File: src/rtl/fpu_addsub_pkg.sv
// Shared widths, field slices and constants for the FP add/sub datapath.
package fpu_addsub_pkg;

   localparam int unsigned EW       = 8;
   localparam int unsigned SW       = 23;
   localparam int unsigned SWR      = SW + 3;
   localparam int unsigned EWR      = 5;
   localparam int unsigned DW       = 1 + EW + SW;
   localparam int unsigned DIFF_W   = EW + 1;

   localparam int unsigned SIGN_BIT = EW + SW;
   localparam int unsigned EXP_HI   = EW + SW - 1;
   localparam int unsigned EXP_LO   = SW;
   localparam int unsigned MANT_HI  = SW - 1;
   localparam int unsigned MANT_LO  = 0;

   localparam logic LEFT  = 1'b1;
   localparam logic RIGHT = 1'b0;

   // Hidden bit on top, guard and round bits cleared below.
   function automatic logic [SWR-1:0] mant_ext(input logic [SW-1:0] m);
      return {1'b1, m, 2'b00};
   endfunction

endpackage

File: src/rtl/exp_align_stage_if.sv
// Operand-in / aligned-operands-out handshake bundle of the exponent-alignment stage.
interface exp_align_stage_if;
   import fpu_addsub_pkg::*;

   logic            load_i;
   logic            ready_o;
   logic            Op_i;
   logic [DW-1:0]   Data_A_i;
   logic [DW-1:0]   Data_B_i;
   logic            valid_o;
   logic            ready_i;
   logic [EW-1:0]   Major_Exp_o;
   logic [SWR-1:0]  Major_Mant_o;
   logic [SWR-1:0]  Shift_Data_o;
   logic [EWR-1:0]  Shift_Value_o;
   logic            Left_Right_o;
   logic            Sat_o;
   logic            Swap_o;
   logic            Sign_o;
   logic            Eff_Sub_o;

   modport master (
      output load_i, Op_i, Data_A_i, Data_B_i, ready_i,
      input  ready_o, valid_o, Major_Exp_o, Major_Mant_o, Shift_Data_o, Shift_Value_o,
             Left_Right_o, Sat_o, Swap_o, Sign_o, Eff_Sub_o
   );

   modport slave (
      input  load_i, Op_i, Data_A_i, Data_B_i, ready_i,
      output ready_o, valid_o, Major_Exp_o, Major_Mant_o, Shift_Data_o, Shift_Value_o,
             Left_Right_o, Sat_o, Swap_o, Sign_o, Eff_Sub_o
   );

endinterface

File: src/rtl/exp_comparator.sv
// Combinational exponent comparator: ordering flags and both unsigned differences.
module exp_comparator
   import fpu_addsub_pkg::*;
(
   input  logic [EW-1:0] exp_a_i,
   input  logic [EW-1:0] exp_b_i,
   output logic          gt_o,
   output logic          eq_o,
   output logic [EW:0]   diff_ab_o,
   output logic [EW:0]   diff_ba_o
);

   always_comb begin
      gt_o      = exp_a_i > exp_b_i;
      eq_o      = exp_a_i == exp_b_i;
      diff_ab_o = {1'b0, exp_a_i} - {1'b0, exp_b_i};
      diff_ba_o = {1'b0, exp_b_i} - {1'b0, exp_a_i};
   end

endmodule

File: src/rtl/exp_align_stage.sv
// Two-stage exponent alignment: S1 registers operands and exponent compare, S2 swaps and
// produces the saturated right-shift amount for the alignment shifter.
module exp_align_stage
   import fpu_addsub_pkg::*;
(
   input  logic             clk,
   input  logic             rst,
   exp_align_stage_if.slave bus
);

   logic adv;

   logic              s1_valid_d, s1_valid_q;
   logic [DW-1:0]     a_d, a_q, b_d, b_q;
   logic              gt_d, gt_q, eq_d, eq_q;
   logic [EW:0]       dab_d, dab_q, dba_d, dba_q;

   logic              cmp_gt, cmp_eq;
   logic [EW:0]       cmp_dab, cmp_dba;

   logic              valid_d, valid_q;
   logic [EW-1:0]     major_exp_d, major_exp_q;
   logic [SWR-1:0]    major_mant_d, major_mant_q;
   logic [SWR-1:0]    shift_data_d, shift_data_q;
   logic [EWR-1:0]    shift_value_d, shift_value_q;
   logic              sat_d, sat_q, swap_d, swap_q, sign_d, sign_q, eff_sub_d, eff_sub_q;

   logic              swap;
   logic [EW:0]       diff;
   logic [SW-1:0]     mant_a, mant_b;

   assign adv         = bus.ready_i | ~valid_q;
   assign bus.ready_o = adv;

   exp_comparator u_exp_comparator (
      .exp_a_i   (bus.Data_A_i[EXP_HI:EXP_LO]),
      .exp_b_i   (bus.Data_B_i[EXP_HI:EXP_LO]),
      .gt_o      (cmp_gt),
      .eq_o      (cmp_eq),
      .diff_ab_o (cmp_dab),
      .diff_ba_o (cmp_dba)
   );

   // S1: B carries its sign already adjusted by the operation.
   always_comb begin
      s1_valid_d = s1_valid_q;
      a_d        = a_q;
      b_d        = b_q;
      gt_d       = gt_q;
      eq_d       = eq_q;
      dab_d      = dab_q;
      dba_d      = dba_q;
      if (adv) begin
         s1_valid_d = bus.load_i;
         if (bus.load_i) begin
            a_d   = bus.Data_A_i;
            b_d   = {bus.Data_B_i[SIGN_BIT] ^ bus.Op_i, bus.Data_B_i[SIGN_BIT-1:0]};
            gt_d  = cmp_gt;
            eq_d  = cmp_eq;
            dab_d = cmp_dab;
            dba_d = cmp_dba;
         end
      end
   end

   // S2: a full magnitude tie keeps A as the major operand.
   always_comb begin
      mant_a = a_q[MANT_HI:MANT_LO];
      mant_b = b_q[MANT_HI:MANT_LO];
      swap   = ~gt_q & ~(eq_q & (mant_a >= mant_b));
      diff   = swap ? dba_q : dab_q;

      valid_d       = valid_q;
      major_exp_d   = major_exp_q;
      major_mant_d  = major_mant_q;
      shift_data_d  = shift_data_q;
      shift_value_d = shift_value_q;
      sat_d         = sat_q;
      swap_d        = swap_q;
      sign_d        = sign_q;
      eff_sub_d     = eff_sub_q;
      if (adv) begin
         valid_d       = s1_valid_q;
         sat_d         = diff > DIFF_W'(SWR);
         shift_value_d = sat_d ? EWR'(SWR) : diff[EWR-1:0];
         swap_d        = swap;
         major_exp_d   = swap ? b_q[EXP_HI:EXP_LO] : a_q[EXP_HI:EXP_LO];
         major_mant_d  = mant_ext(swap ? mant_b : mant_a);
         shift_data_d  = mant_ext(swap ? mant_a : mant_b);
         sign_d        = swap ? b_q[SIGN_BIT] : a_q[SIGN_BIT];
         eff_sub_d     = a_q[SIGN_BIT] ^ b_q[SIGN_BIT];
      end
   end

   always_ff @(posedge clk or negedge rst) begin
      if (!rst) begin
         s1_valid_q    <= 1'b0;
         a_q           <= '0;
         b_q           <= '0;
         gt_q          <= 1'b0;
         eq_q          <= 1'b0;
         dab_q         <= '0;
         dba_q         <= '0;
         valid_q       <= 1'b0;
         major_exp_q   <= '0;
         major_mant_q  <= '0;
         shift_data_q  <= '0;
         shift_value_q <= '0;
         sat_q         <= 1'b0;
         swap_q        <= 1'b0;
         sign_q        <= 1'b0;
         eff_sub_q     <= 1'b0;
      end else begin
         s1_valid_q    <= s1_valid_d;
         a_q           <= a_d;
         b_q           <= b_d;
         gt_q          <= gt_d;
         eq_q          <= eq_d;
         dab_q         <= dab_d;
         dba_q         <= dba_d;
         valid_q       <= valid_d;
         major_exp_q   <= major_exp_d;
         major_mant_q  <= major_mant_d;
         shift_data_q  <= shift_data_d;
         shift_value_q <= shift_value_d;
         sat_q         <= sat_d;
         swap_q        <= swap_d;
         sign_q        <= sign_d;
         eff_sub_q     <= eff_sub_d;
      end
   end

   assign bus.valid_o       = valid_q;
   assign bus.Major_Exp_o   = major_exp_q;
   assign bus.Major_Mant_o  = major_mant_q;
   assign bus.Shift_Data_o  = shift_data_q;
   assign bus.Shift_Value_o = shift_value_q;
   assign bus.Left_Right_o  = RIGHT;
   assign bus.Sat_o         = sat_q;
   assign bus.Swap_o        = swap_q;
   assign bus.Sign_o        = sign_q;
   assign bus.Eff_Sub_o     = eff_sub_q;

endmodule

File: src/flat_wrapper.sv
// flat-port wrapper written by rule: the top's interface ports become plain ports
module exp_align_stage_flat import fpu_addsub_pkg::*;
  (clk, rst, bus_load_i, bus_Op_i, bus_Data_A_i, bus_Data_B_i, bus_ready_i, bus_ready_o, bus_valid_o, bus_Major_Exp_o, bus_Major_Mant_o, bus_Shift_Data_o, bus_Shift_Value_o, bus_Left_Right_o, bus_Sat_o, bus_Swap_o, bus_Sign_o, bus_Eff_Sub_o);
  exp_align_stage_if bus_i ();
  input  logic clk;
  input  logic rst;
  input wire logic [$bits(bus_i.load_i)-1:0] bus_load_i;
  input wire logic [$bits(bus_i.Op_i)-1:0] bus_Op_i;
  input wire logic [$bits(bus_i.Data_A_i)-1:0] bus_Data_A_i;
  input wire logic [$bits(bus_i.Data_B_i)-1:0] bus_Data_B_i;
  input wire logic [$bits(bus_i.ready_i)-1:0] bus_ready_i;
  output wire logic [$bits(bus_i.ready_o)-1:0] bus_ready_o;
  output wire logic [$bits(bus_i.valid_o)-1:0] bus_valid_o;
  output wire logic [$bits(bus_i.Major_Exp_o)-1:0] bus_Major_Exp_o;
  output wire logic [$bits(bus_i.Major_Mant_o)-1:0] bus_Major_Mant_o;
  output wire logic [$bits(bus_i.Shift_Data_o)-1:0] bus_Shift_Data_o;
  output wire logic [$bits(bus_i.Shift_Value_o)-1:0] bus_Shift_Value_o;
  output wire logic [$bits(bus_i.Left_Right_o)-1:0] bus_Left_Right_o;
  output wire logic [$bits(bus_i.Sat_o)-1:0] bus_Sat_o;
  output wire logic [$bits(bus_i.Swap_o)-1:0] bus_Swap_o;
  output wire logic [$bits(bus_i.Sign_o)-1:0] bus_Sign_o;
  output wire logic [$bits(bus_i.Eff_Sub_o)-1:0] bus_Eff_Sub_o;
  assign bus_i.load_i = bus_load_i;
  assign bus_i.Op_i = bus_Op_i;
  assign bus_i.Data_A_i = bus_Data_A_i;
  assign bus_i.Data_B_i = bus_Data_B_i;
  assign bus_i.ready_i = bus_ready_i;
  assign bus_ready_o = bus_i.ready_o;
  assign bus_valid_o = bus_i.valid_o;
  assign bus_Major_Exp_o = bus_i.Major_Exp_o;
  assign bus_Major_Mant_o = bus_i.Major_Mant_o;
  assign bus_Shift_Data_o = bus_i.Shift_Data_o;
  assign bus_Shift_Value_o = bus_i.Shift_Value_o;
  assign bus_Left_Right_o = bus_i.Left_Right_o;
  assign bus_Sat_o = bus_i.Sat_o;
  assign bus_Swap_o = bus_i.Swap_o;
  assign bus_Sign_o = bus_i.Sign_o;
  assign bus_Eff_Sub_o = bus_i.Eff_Sub_o;
  exp_align_stage u_core (.clk(clk), .rst(rst), .bus(bus_i));
endmodule
File: config.mk
export PLATFORM = sky130hd
export DESIGN_NAME = exp_align_stage_flat
export DESIGN_NICKNAME = d
export VERILOG_FILES = /design/src/rtl/fpu_addsub_pkg.sv /design/src/rtl/exp_align_stage_if.sv /design/src/rtl/exp_comparator.sv /design/src/rtl/exp_align_stage.sv /design/src/flat_wrapper.sv
export SDC_FILE = /design/constraint.sdc
export NUM_CORES = 1
export LEC_CHECK = 0
export ABC_AREA = 1
export CORE_MARGIN = 2
export CORE_UTILIZATION = 55
export DETAILED_ROUTE_END_ITERATION = 8
export MAX_ROUTING_LAYER = met4
export PLACE_DENSITY = 0.84
export SYNTH_ARGS = -nofsm -noshare
export SYNTH_HDL_FRONTEND = slang
export SYNTH_SLANG_ARGS = --single-unit
File: constraint.sdc
create_clock -name clk -period 4.05 [get_ports clk]
set_clock_uncertainty 0.2 [all_clocks]
set_input_delay 0.405 -clock clk [delete_from_list [all_inputs] [get_ports clk]]
set_output_delay 0.405 -clock clk [all_outputs]
set_load 0.01 [all_outputs]
# After elaboration in Yosys (flattened, before gate mapping)
# Cells that the tools add are included.
[op_classes]
reduce_logical = 1
add_sub_neg = 2
order_cmp = 3
bitwise_logic = 8
n_mux = 6
eq_ne = 1
[ops]
columns = ["cell", "n"]
rows = [
  ["$mux 23", 2],
  ["$ge 23x23->1", 1],
  ["$sub 8x8->9", 2],
  ["$gt 9x5->1 const B", 1],
  ["$mux 9", 1],
  ["$eq 8x8->1", 1],
  ["$gt 8x8->1", 1],
  ["$mux 8", 1],
  ["$mux 5", 1],
  ["$not 1->1", 3],
  ["$and 1x1->1", 2],
  ["$reduce_and 2->1", 1],
  ["$xor 1x1->1", 2],
  ["$mux 1", 1],
  ["$or 1x1->1", 1],
]
[word_totals]
word_cells = 37
output_inout_bits = 72
in_bits = 69
regBits = 151

# Depth between registers and ports, before layout
[depth]
word_depth = 7
ltp_mapped = 20
mapped_depth_nobuf = 19

# Hierarchy
# A second synthesis with hierarchy kept.
[unflattened]
cells_unflattened = 960
hier_area_um2 = 7651.1
[by_module_without_submodules]
columns = ["module", "n_inst", "seq_area_each_um2", "cells_each", "area_per_inst_um2"]
rows = [
  ["exp_align_stage", 1, 3753.6, 818, 6814.0],
  ["exp_comparator", 1, 0.0, 142, 837.1],
]

# Worst setup path after synthesis
# OpenSTA, ideal clock, no wires.
[synth_path]
path_type = "register to register"
start = "register u_core.a_q[22]"
end = "register u_core.shift_value_q[1], in the netlist u_core.bus.Shift_Value_o[1]"
synth_period_minus_slack_ns = 2.141
arrival_ns = 1.828
stages_incl_launch_ff = 18
path_buffers = 1
setup_slack_ns = 1.909
t_required_ns = 3.737
setup_ns = 0.113
path_cell_list = "dfrtp_1 ha_1 nand2_1 nor2_1 nand2_1 nor2_1 nand2_1 nand4_1 nand2_2 nand2_4 buf_6 nand2_1 nand2_1 nand2_1 nand2_2 nand3_1 nand2_1 inv_1"
[synth_between]
elab_chain_len = 7
[synth_lines]
columns = ["item", "line_no", "rtl"]
rows = [
  ["start, declared", "exp_align_stage.sv:14", "logic [DW-1:0] a_d, a_q, b_d, b_q;"],
  ["start signal, assigned", "exp_align_stage.sv:98", "a_q <= '0;"],
  ["start signal, assigned", "exp_align_stage.sv:115", "a_q <= a_d;"],
  ["$ge 23x23->1 (*)", "exp_align_stage.sv:70", "swap = ~gt_q & ~(eq_q & (mant_a >= mant_b));"],
  ["$and 1x1->1 (*)", "exp_align_stage.sv:70", ""],
  ["$not 1->1 (*)", "exp_align_stage.sv:70", ""],
  ["$and 1x1->1 (*)", "exp_align_stage.sv:70", ""],
  ["$mux 9 (*)", "exp_align_stage.sv:71", "diff = swap ? dba_q : dab_q;"],
  ["$gt 9x5->1", "exp_align_stage.sv:84", "sat_d = diff > DIFF_W'(SWR);"],
  ["$mux 5 (*)", "exp_align_stage.sv:85", "shift_value_d = sat_d ? EWR'(SWR) : diff[EWR-1:0];"],
  ["end signal, assigned", "exp_align_stage.sv:125", "shift_value_q <= shift_value_d;"],
  ["end, declared", "exp_align_stage.sv:25", "logic [EWR-1:0] shift_value_d, shift_value_q;"],
]
# Every way passes the cells marked *; elsewhere a longest branch is shown, timed or not.
# A chain may end at the register's enable or synchronous reset.

# Final worst setup path
[layout_path]
start = "register u_core.b_q[12]"
end = "register u_core.shift_data_q[15], in the netlist u_core.bus.Shift_Data_o[15]"
[layout_between]
elab_chain_len = 5
[layout_lines]
columns = ["item", "line_no", "rtl"]
rows = [
  ["start, declared", "exp_align_stage.sv:14", ""],
  ["start signal, assigned", "exp_align_stage.sv:99", "b_q <= '0;"],
  ["start signal, assigned", "exp_align_stage.sv:116", "b_q <= b_d;"],
  ["$ge 23x23->1", "exp_align_stage.sv:70", ""],
  ["$and 1x1->1", "exp_align_stage.sv:70", ""],
  ["$not 1->1", "exp_align_stage.sv:70", ""],
  ["$and 1x1->1", "exp_align_stage.sv:70", ""],
  ["$mux 23", "exp_align_stage.sv:89", "shift_data_d = mant_ext(swap ? mant_a : mant_b);"],
  ["end signal, assigned", "exp_align_stage.sv:124", "shift_data_q <= shift_data_d;"],
  ["end, declared", "exp_align_stage.sv:24", "logic [SWR-1:0] shift_data_d, shift_data_q;"],
]
# Every way passes these cells.

==> results.md <==
- DRT Pass-1 Iters: 5
- CTS tree: yes
- Total routed wirelength: 17100 um
- Critical path class: reg2reg
- M2 GR Usage: 41.6%
- Row count: 42
- Most Crowded Layer GR: met2
- Yosys cell types: 31
- CTS buffer count: 17
- Placed cell area: 8840 um^2
- H-tree levels: 4
- DRC: 0
- First-pass GRT wire length: 28700 um
- Iter 0 DRT Violations: 585
- Antenna cell count: 0
- Boundary Pins: 141
- Comb pwr share: 32.2%
- CP dominant cell by count: nand2_1
- Total Nets Final: 1131
- Sequential-to-total area share from yosys stat: 50.3%
- CP peak stage delay: 0.67 ns
- Seq pwr share: 38.5%
- Die Y: 120 um
- Slew Viols, Final: 0
- Final hold violation count: 0
- Cells after synthesis: 906
- Synth Register Bits: 149
- Gp weighted congestion: 0.891
- DR vias: 6269
- Clock group share of total power: 29.3%
- Cell Chain, Critical Path: inv_1 -> ha_1 -> nand2_1 -> nor2_1 -> nand2_1 -> nor2_1 -> nand2_1 -> nand4_1 -> nand2_2 -> nand2_4 -> buf_4 -> nand2_1 -> o21ai_0 -> o21ai_1
- Mapped cell area: 7420 um^2
- P per Cell Area: 573 nW/um^2
- Avg Inst Size Synth: 8.19 um^2
- Critical path startpoint category: register
- Final HPWL DP: 11700 um
- I/O Buffers: 135
- Clock root cell: clkbuf_16
- Vias in the first global route: 6084
- Sw Share: 32.1%
- Chip width: 120 um
- Int Pwr: 3670 uW
- Clock sinks: 149
- Crit path DAT: 3.19 ns
- Initial antenna violation count: 0
- Clk_lat worst skew: 0.42 ns
- Worst vdd ir: 319 uV
- Total Die Area: 14400 um^2
- Reg clk slew, reported paths: 0.06 ns
- DR vias/cell: 5.18
- Commonest non-fill, non-tap cell in the layout: nand2_1
- CTS max path bufs: 2
- Core Region: 13200 um^2
- Maxcap violations: 0
- Slew Limit Headroom: 28.9%
- Reg-to-reg slack, setup: 0.92 ns
- Switching pwr: 1740 uW
- Finished Cell Area: 9450 um^2
- Run status: complete, no violations
- Post-CTS sizing: 0
- RSZ-0062 raised after global routing: no
- Routed Antenna Nets: 0
- Worst slew pin tran: 1.07 ns
- Area Overhead vs Synth: 27.3%
- Total grt overflow: 0
- Hold Buf Count CTS: 1
- # setup viols final: 0
- Critical Path Slowest Stage Cell: buf_4
- Cell family with the largest share of critical-path delay: simple AND/OR/NAND/NOR gates
- Hold slack final: 0.256 ns
- Largest net degree at the start of global routing: 109
- Final period util: 77.2%
- Setup_tns: 0 ns
- CP max FO: 98
- Finished Core Util: 71.6%
- Met1 usage: 32.4%
- Fill cells: 1029
- Met3 Resource Use GR: 5.04%
- Worst Hold Class: reg2reg
- Commonest non-fill, non-tap cells in the layout: nand2_1 (274), dfrtp_1 (149), o21ai_0 (140)
- Postcts setup bufs: 0
- WP data required: 4.11 ns
- GRT Total Usage: 25.9%
- Yosys Warn Count: 0
- Minimum clock period: 3.13 ns
- Leak Pwr: 0.00445 uW
- Starting Density: 56.2%
- Average routed wire per standard cell: 14.1 um
- Layout cells sized above 1: 4.26%
- Setup crit end kind: register
- FMAX: 320 MHz
- Crit path buf inv count: 2
==> state kept, by name (all words and copies together) (netlist names), 5 cells and up <==
name                      count
u_core.bus.Shift_Value_o      5
u_core.dba_q                  9
u_core.b_q                   32
u_core.bus.Major_Exp_o        8
u_core.bus.Shift_Data_o      23
u_core.dab_q                  8
u_core.bus.Major_Mant_o      24
u_core.a_q                   32
==> through the flow <==
step	total power, uW	cells	worst slack, ns
3_5_place_dp	3850	1177	1.07
5_1_grt	5770	1210	0.657
4_1_cts	5450	1210	0.934
2_1_floorplan	3040	910	1.91
6_report	5410	1210	0.925
3_3_place_gp	3790	1177	1.18
==> worst reg2reg max path: stages (launching register included) <==
cell and delay, ns:
dfrtp_1 0.35, inv_1 0.08, ha_1 0.32, nand2_1 0.06, nor2_1 0.15, nand2_1 0.08
nor2_1 0.12, nand2_1 0.06, nand4_1 0.12, nand2_2 0.12, nand2_4 0.15, buf_4 0.68
nand2_1 0.22, o21ai_0 0.17, o21ai_1 0.10
==> worst paths after layout <==
path | depth (start not counted) | startpoint | to
max in group asynchronous | 3 | rst | u_core.bus.Shift_Data_o[18]
min in group asynchronous | 2 | rst | u_core.bus.Shift_Data_o[6]
max | 14 | u_core.b_q[12] | u_core.bus.Shift_Data_o[15]
min | 2 | u_core.s1_valid_q | u_core.bus.valid_o
min reg2reg | 2 | u_core.s1_valid_q | u_core.bus.valid_o
max reg2reg | 14 | u_core.b_q[12] | u_core.bus.Shift_Data_o[15]
==> cell families (layout without fill, tap and decap cells) <==
logic type / Yosys count / after routing / share of synthesized area [%]
flops: 149 / 149 / 50.3
simple gates: 331 / 331 / 17.5
buf+inv: 145 / 269 / 8.11
xor+xnor: 11 / 11 / 1.30
fa+ha+maj: 41 / 41 / 7.12
other cells: 1 / 5 / 0.0506
compound gates: 228 / 228 / 15.7
==> cells in the mapped netlist <==
cell       number  share of area [%]
o21ai_0       140                9.4
nand3_1         5               0.34
or4_1           1               0.10
xnor2_1         2               0.24
clkbuf_1       33                1.7
nor4_1          1              0.084
a2111oi_1       1               0.13
nand4_1         2               0.17
conb_1          1              0.051
o21ai_1        59                4.0
nand2_4         1               0.15
o221ai_1        1               0.12
o2111ai_1       2               0.24
buf_4          12                1.2
buf_6           1               0.15
nor2_4          1               0.15
clkbuf_2        1              0.067
nand2_2         2               0.17
a21o_1          1               0.10
xor2_1          9                1.1
dfrtp_1       149                 50
nand2_1       275                 14
ha_1           39                6.6
or2_2           2               0.17
nor2_1         38                1.9
nand3b_1        3               0.30
a31oi_1         3               0.25
fa_1            2               0.54
inv_1          95                4.8
buf_2           3               0.20
a21oi_1        21                1.4
==> power by group through the flow <==
stage	logic, uW	registers, uW	clock network, uW
2_1_floorplan	862	2180	0
3_3_place_gp	1700	2090	0
3_5_place_dp	1740	2100	0
4_1_cts	1760	2080	1600
5_1_grt	1960	2130	1680
6_report	1740	2080	1590
==> layer usage <==
| metal | routed length (um) | share of wire, % | vias to the layer above |
|---|---|---|---|
| li1 | - | - | 3110 |
| met1 | 7500 | 44 | 2944 |
| met3 | 798 | 4.7 | 41 |
| met4 | 432 | 2.5 | 0 |
| met5 | 0 | 0 | - |
| met2 | 8370 | 49 | 174 |
==> final cells by class <==
type / instances / area [um^2] / share of cell area [%]
well taps: 176 / 220 / 2.33
repair buffers: 142 / 1430 / 15.2
multi-input cells: 616 / 3110 / 33.0
clock buffers: 23 / 468 / 4.95
inverters: 95 / 357 / 3.78
clock inverters: 9 / 126 / 1.34
flip-flops and latches: 149 / 3730 / 39.5
No activity file was read; power rests on OpenSTA's default activity.
